$ cat src/rtl/sfifo_wr_if_top_if.sv
`default_nettype none
// ============================================================================
// Module   : sfifo_wr_if_top_if
// Purpose  : WISHBONE slave bus plus FIFO write-port bundle for sfifo_wr_if_top.
// Revision : 1.0
// ============================================================================
interface sfifo_wr_if_top_if #(
  parameter int WB_LAW   = 5,
  parameter int WB_DW    = 32,
  parameter int SFIFO_DW = 16
) ();
  logic                wb_cyc_i;
  logic                wb_stb_i;
  logic                wb_we_i;
  logic [3:0]          wb_sel_i;
  logic [WB_LAW-1:0]   wb_adr_i;
  logic [WB_DW-1:0]    wb_dat_i;
  logic [WB_DW-1:0]    wb_dat_o;
  logic                wb_ack_o;
  logic                sfifo_wr_o;
  logic [SFIFO_DW-1:0] sfifo_do;
  logic                sfifo_full_i;

  modport slave (
    input  wb_cyc_i, wb_stb_i, wb_we_i, wb_sel_i, wb_adr_i, wb_dat_i, sfifo_full_i,
    output wb_dat_o, wb_ack_o, sfifo_wr_o, sfifo_do
  );

  modport master (
    output wb_cyc_i, wb_stb_i, wb_we_i, wb_sel_i, wb_adr_i, wb_dat_i, sfifo_full_i,
    input  wb_dat_o, wb_ack_o, sfifo_wr_o, sfifo_do
  );
endinterface
`default_nettype wire

$ cat src/rtl/sfifo_wr_if_top.sv
`default_nettype none
// ============================================================================
// Module   : sfifo_wr_if_top
// Purpose  : WISHBONE slave pushing CPU words into a SYNC_FIFO write port,
//            with push counter and sticky abort flag. Optional half-word
//            packing controlled by macro SFIFO_WR_PACK_EN.
// Revision : 1.0
// ============================================================================
module sfifo_wr_if_top (
  input  wire logic         wb_clk_i,
  input  wire logic         wb_rst_n_i,
  sfifo_wr_if_top_if.slave  bus
);

  typedef enum logic [2:0] {
    ST_IDLE    = 3'd0,
    ST_PUSH_LO = 3'd1,
    ST_HOLD    = 3'd2,
    ST_PUSH_HI = 3'd3,
    ST_ACK     = 3'd4
  } state_t;

  localparam logic [2:0] c_OFF_PUSH_CNT = 3'd0;
  localparam logic [2:0] c_OFF_STATUS   = 3'd1;
  localparam logic [2:0] c_OFF_DO       = 3'd2;

  state_t      r_state;
  state_t      w_state_nxt;
  logic [31:0] r_dat;
  logic [31:0] r_dat_o;
  logic [31:0] r_push_cnt;
  logic        r_hi_pend;
  logic        r_abort;

  logic [2:0]  w_off;
  logic        w_req;
  logic        w_idle_req;
  logic        w_do_wr;
  logic        w_push;
  logic        w_set_abort;
  logic        w_lo_sel;
  logic        w_hi_sel;
  logic        w_pack_en;
  logic [31:0] w_rd_data;
  logic        w_unused;

`ifdef SFIFO_WR_PACK_EN
  // A half is pushed only when both of its byte lanes are selected.
  assign w_lo_sel  = (bus.wb_sel_i[1:0] == 2'b11);
  assign w_hi_sel  = (bus.wb_sel_i[3:2] == 2'b11);
  assign w_pack_en = 1'b1;
  assign w_unused  = ^bus.wb_adr_i[1:0];
`else
  assign w_lo_sel  = 1'b1;
  assign w_hi_sel  = 1'b0;
  assign w_pack_en = 1'b0;
  assign w_unused  = ^{bus.wb_adr_i[1:0], bus.wb_sel_i};
`endif

  assign w_off      = bus.wb_adr_i[4:2];
  assign w_req      = bus.wb_cyc_i & bus.wb_stb_i & (r_state != ST_ACK);
  assign w_idle_req = w_req & (r_state == ST_IDLE);
  assign w_do_wr    = w_req & bus.wb_we_i & (w_off == c_OFF_DO);
  assign w_push     = (r_state == ST_PUSH_LO) | (r_state == ST_PUSH_HI);

  always_comb begin
    w_rd_data = 32'd0;
    case (w_off)
      c_OFF_PUSH_CNT: w_rd_data = r_push_cnt;
      c_OFF_STATUS:   w_rd_data = {29'd0, r_abort, w_pack_en, bus.sfifo_full_i};
      default:        w_rd_data = 32'd0;
    endcase
  end

  always_comb begin
    w_state_nxt = r_state;
    w_set_abort = 1'b0;
    case (r_state)
      ST_IDLE: begin
        if (w_do_wr) begin
          // A full FIFO simply holds the bus; the master waits as long as needed.
          if (!bus.sfifo_full_i) begin
            if (w_lo_sel)      w_state_nxt = ST_PUSH_LO;
            else if (w_hi_sel) w_state_nxt = ST_PUSH_HI;
            else               w_state_nxt = ST_ACK;
          end
        end else if (w_req) begin
          w_state_nxt = ST_ACK;
        end
      end
      ST_PUSH_LO: w_state_nxt = r_hi_pend ? ST_HOLD : ST_ACK;
      ST_HOLD: begin
        if (!bus.wb_cyc_i) begin
          w_state_nxt = ST_IDLE;
          w_set_abort = 1'b1;
        end else if (!bus.sfifo_full_i) begin
          w_state_nxt = ST_PUSH_HI;
        end
      end
      ST_PUSH_HI: w_state_nxt = ST_ACK;
      ST_ACK:     w_state_nxt = ST_IDLE;
      default:    w_state_nxt = ST_IDLE;
    endcase
  end

  always_ff @(posedge wb_clk_i or negedge wb_rst_n_i) begin
    if (!wb_rst_n_i) begin
      r_state <= ST_IDLE;
    end else begin
      r_state <= w_state_nxt;
    end
  end

  always_ff @(posedge wb_clk_i or negedge wb_rst_n_i) begin
    if (!wb_rst_n_i) begin
      r_dat      <= 32'd0;
      r_hi_pend  <= 1'b0;
      r_dat_o    <= 32'd0;
      r_push_cnt <= 32'd0;
      r_abort    <= 1'b0;
    end else begin
      if (w_idle_req && w_do_wr && !bus.sfifo_full_i) begin
        r_dat     <= bus.wb_dat_i;
        r_hi_pend <= w_lo_sel & w_hi_sel;
      end

      if (w_idle_req && !bus.wb_we_i) begin
        r_dat_o <= w_rd_data;
      end

      // Clears come only from IDLE and pushes only from PUSH_*, so they never collide.
      if (w_idle_req && bus.wb_we_i && (w_off == c_OFF_PUSH_CNT)) begin
        r_push_cnt <= 32'd0;
      end else if (w_push) begin
        r_push_cnt <= r_push_cnt + 32'd1;
      end

      if (w_set_abort) begin
        r_abort <= 1'b1;
      end else if (w_idle_req && bus.wb_we_i && (w_off == c_OFF_STATUS) && bus.wb_dat_i[2]) begin
        r_abort <= 1'b0;
      end
    end
  end

  assign bus.wb_ack_o   = (r_state == ST_ACK);
  assign bus.wb_dat_o   = r_dat_o;
  assign bus.sfifo_wr_o = w_push;
  assign bus.sfifo_do   = (r_state == ST_PUSH_HI) ? r_dat[31:16] :
                          (r_state == ST_PUSH_LO) ? r_dat[15:0]  : 16'd0;

endmodule
`default_nettype wire
$ cat src/flat_wrapper.sv
// flat-port wrapper written by rule: the top's interface ports become plain ports
module sfifo_wr_if_top_flat 
  (wb_clk_i, wb_rst_n_i, bus_wb_cyc_i, bus_wb_stb_i, bus_wb_we_i, bus_wb_sel_i, bus_wb_adr_i, bus_wb_dat_i, bus_sfifo_full_i, bus_wb_dat_o, bus_wb_ack_o, bus_sfifo_wr_o, bus_sfifo_do);
  sfifo_wr_if_top_if bus_i ();
  input  wire logic wb_clk_i;
  input  wire logic wb_rst_n_i;
  input wire logic [$bits(bus_i.wb_cyc_i)-1:0] bus_wb_cyc_i;
  input wire logic [$bits(bus_i.wb_stb_i)-1:0] bus_wb_stb_i;
  input wire logic [$bits(bus_i.wb_we_i)-1:0] bus_wb_we_i;
  input wire logic [$bits(bus_i.wb_sel_i)-1:0] bus_wb_sel_i;
  input wire logic [$bits(bus_i.wb_adr_i)-1:0] bus_wb_adr_i;
  input wire logic [$bits(bus_i.wb_dat_i)-1:0] bus_wb_dat_i;
  input wire logic [$bits(bus_i.sfifo_full_i)-1:0] bus_sfifo_full_i;
  output wire logic [$bits(bus_i.wb_dat_o)-1:0] bus_wb_dat_o;
  output wire logic [$bits(bus_i.wb_ack_o)-1:0] bus_wb_ack_o;
  output wire logic [$bits(bus_i.sfifo_wr_o)-1:0] bus_sfifo_wr_o;
  output wire logic [$bits(bus_i.sfifo_do)-1:0] bus_sfifo_do;
  assign bus_i.wb_cyc_i = bus_wb_cyc_i;
  assign bus_i.wb_stb_i = bus_wb_stb_i;
  assign bus_i.wb_we_i = bus_wb_we_i;
  assign bus_i.wb_sel_i = bus_wb_sel_i;
  assign bus_i.wb_adr_i = bus_wb_adr_i;
  assign bus_i.wb_dat_i = bus_wb_dat_i;
  assign bus_i.sfifo_full_i = bus_sfifo_full_i;
  assign bus_wb_dat_o = bus_i.wb_dat_o;
  assign bus_wb_ack_o = bus_i.wb_ack_o;
  assign bus_sfifo_wr_o = bus_i.sfifo_wr_o;
  assign bus_sfifo_do = bus_i.sfifo_do;
  sfifo_wr_if_top u_core (.wb_clk_i(wb_clk_i), .wb_rst_n_i(wb_rst_n_i), .bus(bus_i));
endmodule
$ cat config.mk
export PLATFORM = sky130hd
export DESIGN_NAME = sfifo_wr_if_top_flat
export DESIGN_NICKNAME = d
export VERILOG_FILES = /design/src/rtl/sfifo_wr_if_top_if.sv /design/src/rtl/sfifo_wr_if_top.sv /design/src/flat_wrapper.sv
export SDC_FILE = /design/constraint.sdc
export NUM_CORES = 1
export LEC_CHECK = 0
export CAP_MARGIN = 5
export CELL_PAD_IN_SITES_DETAIL_PLACEMENT = 2
export CELL_PAD_IN_SITES_GLOBAL_PLACEMENT = 2
export CORE_MARGIN = 2
export CORE_UTILIZATION = 32
export DETAILED_ROUTE_END_ITERATION = 16
export HOLD_SLACK_MARGIN = 0.15
export PLACE_DENSITY_LB_ADDON = 0.1
export SYNTH_ARGS = -nofsm -noshare
export SYNTH_HDL_FRONTEND = slang
export SYNTH_SLANG_ARGS = --single-unit
$ cat constraint.sdc
create_clock -name wb_clk_i -period 3.05 [get_ports wb_clk_i]
set_input_delay 0.61 -clock wb_clk_i [delete_from_list [all_inputs] [get_ports wb_clk_i]]
set_output_delay 0.61 -clock wb_clk_i [all_outputs]
set_load 0.1 [all_outputs]
# Yosys cells after proc, flatten, opt, wreduce, memory -nomap -nowiden
# Cells that the tools add are included.
[word_totals] ff_bits=100
[op_classes] bitwise_logic=6 reduce_logical=15 muxes=15 addsub=1 eq_ne=10
[op_table] op="$mux W32" n=2
[op_table] op="$pmux W32 S2" n=1
[op_table] op="$add A32 B1 Y32 const B" n=1
[op_table] op="$mux W16" n=2
[op_table] op="$mux W3" n=5
[op_table] op="$eq A3 B2 Y1 const B" n=3
[op_table] op="$ne A3 B3 Y1 const B" n=3
[op_table] op="$pmux W3 S3" n=1
[op_table] op="$logic_and A1 B1 Y1" n=7
[op_table] op="$eq A3 B1 Y1 const B" n=2
[op_table] op="$logic_not A3 Y1" n=2
[op_table] op="$and A1 B1 Y1" n=5
[op_table] op="$mux W1" n=4
[op_table] op="$reduce_bool A2 Y1" n=2
[op_table] op="$eq A3 B3 Y1 const B" n=1
[op_table] op="$ne A3 B1 Y1 const B" n=1
[op_table] op="$reduce_and A3 Y1" n=1
[op_table] op="$logic_not A1 Y1" n=2
[op_table] op="$reduce_or A2 Y1" n=1
[op_table] op="$or A1 B1 Y1" n=1

# Depth between registers and ports, before layout
# Gate-level depths: netlist of run 1.
[logic_depth] ltp_word=8 mapped_depth=6

# Least setup slack after synthesis of run 1
# OpenSTA, ideal clock, no wires.
[synth_path] path_type="reg-to-output" startpoint="reg u_core.r_state[1]" endpoint="out bus_wb_ack_o" path_stages_with_launch=4 t_arrival_ns=3.221 slack_ns=-0.781 required_ns=2.440 cell_sequence="dfrtp_1 > buf_1 > buf_1 > nor3b_1"
[synth_between] elab_chain_cells=1
[synth_rtl] item="from (decl)" line_no="sfifo_wr_if_top.sv:27" text="state_t r_state;"
[synth_rtl] item="from (signal assigned)" line_no="sfifo_wr_if_top.sv:110" text="r_state <= w_state_nxt;"
[synth_rtl] item="$eq A3 B3 Y1" line_no="sfifo_wr_if_top.sv:146" text="assign bus.wb_ack_o = (r_state == ST_ACK);"
[synth_rtl] item="to (decl)" line_no="flat_wrapper.sv:15" text="output wire logic [$bits(bus_i.wb_ack_o)-1:0] bus_wb_ack_o;"
# No other way between the ends.

# Final worst setup path of run 1
[layout_path] startpoint="reg u_core.r_state[0]" endpoint="out bus_sfifo_do[11]"
[layout_between] elab_chain_cells=3
[layout_rtl] item="$eq A3 B1 Y1" line_no="sfifo_wr_if_top.sv:150" text="(r_state == ST_PUSH_LO) ? r_dat[15:0] : 16'd0;"
[layout_rtl] item="$mux W16" line_no="sfifo_wr_if_top.sv:150"
[layout_rtl] item="$mux W16 (*)" line_no="sfifo_wr_if_top.sv:149" text="assign bus.sfifo_do = (r_state == ST_PUSH_HI) ? r_dat[31:16] :"
[layout_rtl] item="to (decl)" line_no="flat_wrapper.sv:17" text="output wire logic [$bits(bus_i.sfifo_do)-1:0] bus_sfifo_do;"
# Mark *: on every way between the ends. The rest lies on a longest branch, timed or not.

==> impl_metrics.toml, run 1 <==
[power_and_ir_drop]
p_sw_share_pct = 34.21
internal_power_mw = 2.422
comb_power_share_pct = 21.6
p_sw_mw = 1.259
cellPowerDensity_nw_per_um2 = 601.9
p_leak_nw = 2.716
power.share.sequential_pct = 46.6
ir_worst_vdd_uv = 255.8
totalPowerFinal_mw = 3.681
clkPwrFrac_pct = 31.8

[worst_setup_path]
r2r_setup_slack_ns = 0.71
critPathLaunchType = "flip-flop"
worst_r2r_path_depth = 6
r2r_start = "u_core.r_push_cnt[1]$_DFFE_PN0P_"
slowest_stage = "or2b_1"
cp_max_fo = 18
timing.rr.end = "u_core.r_push_cnt[24]$_DFFE_PN0P_"
critical-path-max-stage-delay_ns = 0.58
worstSetupEndpointType = "primary output"
path_class = "reg2out"
worstPathCellList = "or2b_1 > buf_4 > nor2_2 > buf_12"
worstPathRequired_ns = 2.44
arrival_ns = 2.12

[routing]
vias = 3719
finalWirelength_um = 12800
wl_per_cell_um = 17.86
viasPerCell = 5.187
drc = 0
ant_nets = 0
firstDrtPassIters = 4
drtIter0Drc = 98

[cells_and_area]
drive_above_1_share_pct = 22.16
register_area_um2 = 2502
final_cell_mix = "dfrtp_1, nand2_1, buf_4, nand3_1, clkdlybuf4s50_1"
fill_cells = 1465
final_common_cell = "dfrtp_1"
synthToLayoutAreaGrowth_pct = 33.48
multi_input_area_um2 = 2001
stdcell_area_um2 = 6116
diodes = 0
final_core_util_pct = 43.89
stdcell_count = 717
nNetsFinal = 581

[sta]
worst_pin_slew_ns = 1.123
drv_slew = 0
rsz0062_at_grt = "false"
whs_ns = 0.2555
max_freq_mhz = 366.9
timing.setup.tns_ns = 0
fin_ws_ns = 0.3242
finalCriticalPeriod_ns = 2.726
setup_viol = 0
finalCritPeriodShare_pct = 89.37
hold_viol = 0
max-slew-margin-rel_pct = 25.12
clock_skew_ns = 0.007750

[global_route]
grt_max_degree = 101
track_usage_pct = 18.15
antenna_found_initial = 0
overflow = 0
grt_pass1_vias = 4141
grt_first_pass_wirelength_um = 21250

[placement]
routabilityCongestion = 0.7580
place_area_um2 = 5824
dpl.cell_count = 702
post-dp-hpwl_um = 8873
numPortBuffers = 90
dp_slack_ns = 0.6302

[yosys]
synthDistinctLibCells = 40
synth.area.top_cells = "dfrtp_1, mux2_2, nand2_1"
yosysTopAreaCell = "dfrtp_1"
yosysTopAreaCellShare_pct = 54.61
avgSynthCellArea_um2 = 10.30
yosys_register_bits = 100
syn-instance-count = 445
ys_seq_area_share_pct = 54.61
syn-cell-area_um2 = 4582
synthFlopType = "dfrtp_1"
ys_warn_count = 0
syn_nets = 493
synth_edf_count = 0
synthArstFlopShare_pct = 100.0

[clock_tree]
clk_path_buf_depth = 2
cts_max_level = 3
insertion_delay_ns = 0.36
root_buffer = "clkbuf_16"
ctsResizeCount = 0
post_cts_buffers = 0
path_clk_slew_ns = 0.06
hold_buffers = 0
cts_tree = "built"
numCtsBuffers = 9
cts.sinks = 100

[die]
core_area_um2 = 13930
die_w_um = 123.7
start_util_pct = 32.88
row_count = 43
ios = 97
die_h_um = 123.7
die_area_um2 = 15290

[run_status]
status = "completed"

[hold_path]
hp-class = "in2async"

[job]
maxCapViolations = 0
-- worst max-delay path, delay by kind of cell (launching register included) --
kind          cells  cell delay [ns]
flops             1             0.50
buf+inv           2             0.52
simple gates      2             0.74
-- Yosys cell counts (3+ instances only) --
cell / count
xnor2_1: 8
mux2i_1: 19
or4_1: 14
nand2b_1: 3
and3_1: 3
nor3_1: 4
nor4_1: 7
buf_1: 4
nand4_1: 11
nand3_1: 42
or3_1: 7
nand2_1: 77
a21oi_1: 16
nor2_1: 32
o21ai_0: 7
inv_1: 4
mux2_2: 32
o31ai_1: 11
clkbuf_1: 19
dfrtp_1: 100
and4_1: 3
-- per-layer routing --
layer / share of wire, % / up-vias / track usage, %
met2: 50 / 70 / 30.70
met3: 5.1 / 11 / 4.625
met1: 44 / 1885 / 22.27
met5: 0 / - / 0
met4: 1.6 / 0 / 6.818
li1: - / 1753 / -
-- registers in the layout, indices dropped and copies added, names as in the netlist --
name,flops
u_core.bus.wb_dat_o,32
u_core.r_abort,1
u_core.r_dat,32
u_core.r_push_cnt,32
u_core.r_state,3
-- cells by family (layout without fill, tap and decap cells) --
| kind of cell | Yosys count | in the layout | share of synthesized area [%] |
|---|---|---|---|
| flops | 100 | 100 | 54.61 |
| mux | 51 | 51 | 12.02 |
| xor+xnor | 10 | 10 | 1.912 |
| buf+inv | 28 | 120 | 2.321 |
| simple gates | 213 | 213 | 23.18 |
| fa+ha+maj | 1 | 1 | 0.2730 |
| compound gates | 42 | 42 | 5.680 |
-- power by group through the flow --
stage | clock network (mW) | registers (mW) | logic [mW]
2_1_floorplan | 0 | 1.97 | 0.276
3_3_place_gp | 0 | 1.73 | 0.777
3_5_place_dp | 0 | 1.75 | 0.804
4_1_cts | 1.20 | 1.72 | 0.808
5_1_grt | 1.25 | 1.75 | 0.865
6_report | 1.17 | 1.72 | 0.795
-- final cells by class --
class                      count  share of cell area, %
sequential                   100                  40.92
multi-input combinational    317                  32.71
timing repair buffer         101                  17.68
clock buffer                  10                  3.908
tap                          180                  3.682
clock inverter                 5                 0.8592
inverter                       4                 0.2455
-- worst max-delay path by stage --
stage	cells after the start	endpoint	slack (ns)	startpoint
after CTS	3	bus_sfifo_do[5]	0.22	u_core.r_state[1]$_DFFE_PN0P_
final	4	bus_sfifo_do[11]	0.32	u_core.r_state[0]$_DFFE_PN0P_
after global placement	5	u_core.bus.wb_dat_o[4]$_DFFE_PN0P_	0.62	u_core.r_state[1]$_DFFE_PN0P_
after global routing	3	bus_sfifo_do[3]	0.15	u_core.r_state[1]$_DFFE_PN0P_
after floorplan	4	bus_sfifo_do[5]	0.02	u_core.r_state[0]$_DFFE_PN0P_
after detailed placement	3	bus_sfifo_do[5]	0.63	u_core.r_state[1]$_DFFE_PN0P_
Power figures use the tool's default switching activity.
==> inputs of run 2 (changes only) <==
--- a/config.mk
+++ b/config.mk
@@ -16,3 +16,4 @@
 export SYNTH_ARGS = -nofsm -noshare
 export SYNTH_HDL_FRONTEND = slang
 export SYNTH_SLANG_ARGS = --single-unit
+export TNS_END_PERCENT = 20
==> constraint.sdc (replaced) <==
create_clock -name wb_clk_i -period 3.1 [get_ports wb_clk_i]
set_input_delay 0.62 -clock wb_clk_i [delete_from_list [all_inputs] [get_ports wb_clk_i]]
set_output_delay 0.62 -clock wb_clk_i [all_outputs]
set_load 0.1 [all_outputs]
==> impl_metrics.toml, run 2 (same netlist as run 1, synthesis figures left out) <==
[sta]
drv_slew = 0
hold_viol = 0
clock_skew_ns = 0.007900
setup_viol = 0
fin_ws_ns = 0.3644
max_freq_mhz = 365.6
finalCriticalPeriod_ns = 2.736
worst_pin_slew_ns = 1.142
rsz0062_at_grt = "false"
whs_ns = 0.3229
max-slew-margin-rel_pct = 23.87
finalCritPeriodShare_pct = 88.25

[clock_tree]
insertion_delay_ns = 0.35
numCtsBuffers = 9
hold_buffers = 0
path_clk_slew_ns = 0.07
cts_max_level = 3
post_cts_buffers = 0
clk_path_buf_depth = 2
ctsResizeCount = 0
root_buffer = "clkbuf_16"
cts.sinks = 100
cts_tree = "built"

[job]
maxCapViolations = 0

[global_route]
grt_max_degree = 101
antenna_found_initial = 0
track_usage_pct = 18.44
grt_first_pass_wirelength_um = 21810
overflow = 0
grt_pass1_vias = 4271

[power_and_ir_drop]
cellPowerDensity_nw_per_um2 = 607.8
p_leak_nw = 2.735
ir_worst_vdd_uv = 325.0

[cells_and_area]
fill_cells = 1460
diodes = 0
synthToLayoutAreaGrowth_pct = 34.11
final_cell_mix = "dfrtp_1, nand2_1, buf_4, nand3_1, clkdlybuf4s50_1"
nNetsFinal = 581
final_common_cell = "dfrtp_1"
drive_above_1_share_pct = 20.82

[routing]
ant_nets = 0
drtIter0Drc = 116
finalWirelength_um = 12810
wl_per_cell_um = 17.84
drc = 0
firstDrtPassIters = 4
vias = 3793
viasPerCell = 5.283

[worst_setup_path]
slowest_stage = "dfrtp_1"
crit_buf_inv = 1
worstPathCellList = "mux2i_1 > nor2_1 > buf_12"
critPathLaunchType = "flip-flop"
arrival_ns = 2.12
worstPathRequired_ns = 2.48
worstSetupEndpointType = "primary output"
crit_family = "flip-flops"
cp_max_fo = 22
critical-path-max-stage-delay_ns = 1.10
path_class = "reg2out"

[die]
ios = 97
core_area_um2 = 13930
row_count = 43
die_area_um2 = 15290
die_w_um = 123.7
start_util_pct = 32.88
die_h_um = 123.7

[placement]
dp_slack_ns = 0.5648
numPortBuffers = 90
post-dp-hpwl_um = 8804
routabilityCongestion = 0.7418

[run_status]
status = "completed"

[hold_path]
hp-class = "in2async"
[run 2: area by class of cell]
type | count | area [µm²] | share of cell area (%)
clock buffer | 13 | 270.3 | 4.398
clock inverter | 3 | 67.56 | 1.100
inverter | 4 | 15.01 | 0.2443
multi-input combinational | 317 | 1983 | 32.27
sequential | 100 | 2502 | 40.72
tap | 180 | 225.2 | 3.665
timing repair buffer | 101 | 1081 | 17.59
[run 2: per-stage QoR]
stage	total power [mW]	cell area (µm²)	util (%)	setup TNS, ns	cells
after global routing	3.930	6145	44.10	0	718
after floorplan	2.210	4587	-	-1.185	445
after CTS	3.793	6145	44.10	0	718
after global placement	2.460	5807	41.67	0	702
after detailed placement	2.506	5807	41.67	0	702
final	3.735	6145	44.10	0	718
[run 2: metal layers]
layer	routed length (µm)	GRT usage [%]
met5	0	0
met4	110	4.048
met3	782	6.364
met2	6766	33.59
met1	5149	20.74
[run 2: path summary, 6_finish.rpt]
kind                                                        to  cells after the start                                start  slack, ns
setup / recovery                              bus_sfifo_do[15]                      3        u_core.r_state[1]$_DFFE_PN0P_       0.36
min in group wb_clk_i      u_core.bus.wb_dat_o[11]$_DFFE_PN0P_                      2  u_core.bus.wb_dat_o[11]$_DFFE_PN0P_       0.47
max in group asynchronous         u_core.r_dat[22]$_DFFE_PN0P_                      2                           wb_rst_n_i       2.33
hold / removal             u_core.bus.wb_dat_o[13]$_DFFE_PN0P_                      2                           wb_rst_n_i       0.32
hold reg to reg            u_core.bus.wb_dat_o[11]$_DFFE_PN0P_                      2  u_core.bus.wb_dat_o[11]$_DFFE_PN0P_       0.47
setup reg to reg            u_core.bus.wb_dat_o[2]$_DFFE_PN0P_                      5        u_core.r_state[1]$_DFFE_PN0P_       0.61
[run 2: where the power goes]
part	switching, mW	internal (mW)
logic	0.524	0.253
clock network	0.488	0.774
registers	0.204	1.49
==> inputs of run 3 (changes only) <==
--- a/config.mk
+++ b/config.mk
@@ -6,7 +6,7 @@
 export NUM_CORES = 1
 export LEC_CHECK = 0
 export CAP_MARGIN = 5
-export CELL_PAD_IN_SITES_DETAIL_PLACEMENT = 2
+export CELL_PAD_IN_SITES_DETAIL_PLACEMENT = 1
 export CELL_PAD_IN_SITES_GLOBAL_PLACEMENT = 2
 export CORE_MARGIN = 2
 export CORE_UTILIZATION = 32
==> impl_metrics.toml, run 3 (same netlist as run 1, synthesis figures left out) <==
[clock_tree]
cts_tree = "built"
clk_path_buf_depth = 2
numCtsBuffers = 9
hold_buffers = 0
ctsResizeCount = 0
root_buffer = "clkbuf_16"
cts_max_level = 3
cts.sinks = 100
insertion_delay_ns = 0.36
path_clk_slew_ns = 0.07
post_cts_buffers = 0

[worst_setup_path]
timing.rr.end = "u_core.bus.wb_dat_o[2]$_DFFE_PN0P_"
startpoint = "u_core.r_state[1]$_DFFE_PN0P_"
worstSetupEndpointType = "primary output"
crit_buf_inv = 1
critPathLaunchType = "flip-flop"
critical-path-max-stage-delay_ns = 1.11
worstPathCellList = "mux2i_1 > nor2_1 > buf_12"
worst_r2r_path_depth = 5
crit_family = "flip-flops"
cp_max_fo = 22
slowest_stage = "dfrtp_1"
worstPathRequired_ns = 2.48
path_class = "reg2out"
arrival_ns = 2.12
r2r_start = "u_core.r_state[1]$_DFFE_PN0P_"
r2r_setup_slack_ns = 0.68

[cells_and_area]
synthToLayoutAreaGrowth_pct = 33.53
final_common_cell = "dfrtp_1"
stdcell_count = 718
nNetsFinal = 581
stdcell_area_um2 = 6118
multi_input_area_um2 = 1983
fill_cells = 1563
diodes = 0
drive_above_1_share_pct = 21.00
final_cell_mix = "dfrtp_1, nand2_1, buf_4, nand3_1, clkdlybuf4s50_1"
register_area_um2 = 2502

[placement]
numPortBuffers = 90
routabilityCongestion = 0.7418
place_area_um2 = 5807
post-dp-hpwl_um = 8190
dpl.cell_count = 702

[global_route]
overflow = 0
grt_first_pass_wirelength_um = 20250
antenna_found_initial = 0
grt_max_degree = 101
track_usage_pct = 17.22
grt_pass1_vias = 3951

[routing]
viasPerCell = 5.153
finalWirelength_um = 12100
met1Wirelength_um = 5381
wl_met2_um = 5928
wl_met3_um = 623
drtIter0Drc = 114
drc = 0
vias = 3700
routed.top_layer = "met4"
wl_per_cell_um = 16.86
firstDrtPassIters = 4
ant_nets = 0

[die]
die_area_um2 = 15290
core_area_um2 = 13930
die_h_um = 123.7
ios = 97
die_w_um = 123.7
start_util_pct = 32.88
row_count = 43

[power_and_ir_drop]
clkPwrFrac_pct = 32.8
p_leak_nw = 2.721
internal_power_mw = 2.415
p_sw_share_pct = 33.89
comb_power_share_pct = 21.1
cellPowerDensity_nw_per_um2 = 597.0
power.share.sequential_pct = 46.1
p_sw_mw = 1.238
ir_worst_vdd_uv = 218.3

[run_status]
status = "completed"

[sta]
clock_skew_ns = 0.009715
setup_viol = 0
max-slew-margin-rel_pct = 22.93
hold_viol = 0
finalCriticalPeriod_ns = 2.735
finalCritPeriodShare_pct = 88.24
rsz0062_at_grt = "false"
worst_pin_slew_ns = 1.156
max_freq_mhz = 365.6
drv_slew = 0

[job]
maxCapViolations = 0

[hold_path]
hp-class = "in2async"
## run 3: changes by cell type in the layout (fill, tap and decap cells not counted)
cell / before / now
bufinv_16: 2 / 1
clkbuf_1: 1 / 0
clkbuf_8: 3 / 2
clkinv_2: 0 / 1
clkinvlp_4: 1 / 2
inv_6: 0 / 1
## run 3: cell type report
type / count / area share, %
Sequential cell: 100 / 40.90
Multi-Input combinational cell: 317 / 32.41
Timing Repair Buffer: 101 / 17.67
Clock buffer: 11 / 4.131
Tap cell: 180 / 3.681
Clock inverter: 5 / 0.9611
Inverter: 4 / 0.2454
## run 3: worst max-delay path by stage
stage                                                     to  slack [ns]  cells after the start
after global placement    u_core.bus.wb_dat_o[2]$_DFFE_PN0P_        0.65                      5
after floorplan                             bus_sfifo_do[10]       -0.17                      4
final                                       bus_sfifo_do[15]        0.36                      3
after detailed placement  u_core.bus.wb_dat_o[2]$_DFFE_PN0P_        0.66                      5
after CTS                                   bus_sfifo_do[15]        0.28                      3
after global routing                         bus_sfifo_do[7]        0.20                      3
## run 3: layer usage
metal	GRT usage [%]	up-vias
li1	-	1761
met1	21.44	1860
met2	28.88	68
met3	4.258	11
met4	6.463	0
met5	0	-
## run 3: power by group through the flow
| stage | registers, mW | logic (mW) | clock network [mW] |
|---|---|---|---|
| 2_1_floorplan | 1.94 | 0.270 | 0 |
| 3_3_place_gp | 1.70 | 0.761 | 0 |
| 3_5_place_dp | 1.71 | 0.781 | 0 |
| 4_1_cts | 1.69 | 0.784 | 1.23 |
| 5_1_grt | 1.72 | 0.843 | 1.28 |
| 6_report | 1.68 | 0.772 | 1.20 |
## run 3: stage by stage
| step | power (mW) | worst slack, ns | hold slack [ns] | utilization, % | setup TNS (ns) |
|---|---|---|---|---|---|
| 2_1_floorplan | 2.210 | -0.1693 | 0.3244 | - | -1.185 |
| 3_3_place_gp | 2.460 | 0.6525 | 0.4516 | 41.67 | 0 |
| 3_5_place_dp | 2.493 | 0.6624 | 0.4566 | 41.67 | 0 |
| 4_1_cts | 3.703 | 0.2847 | 0.3636 | 43.91 | 0 |
| 5_1_grt | 3.840 | 0.2023 | 0.3930 | 43.91 | 0 |
| 6_report | 3.653 | 0.3646 | 0.3395 | 43.91 | 0 |
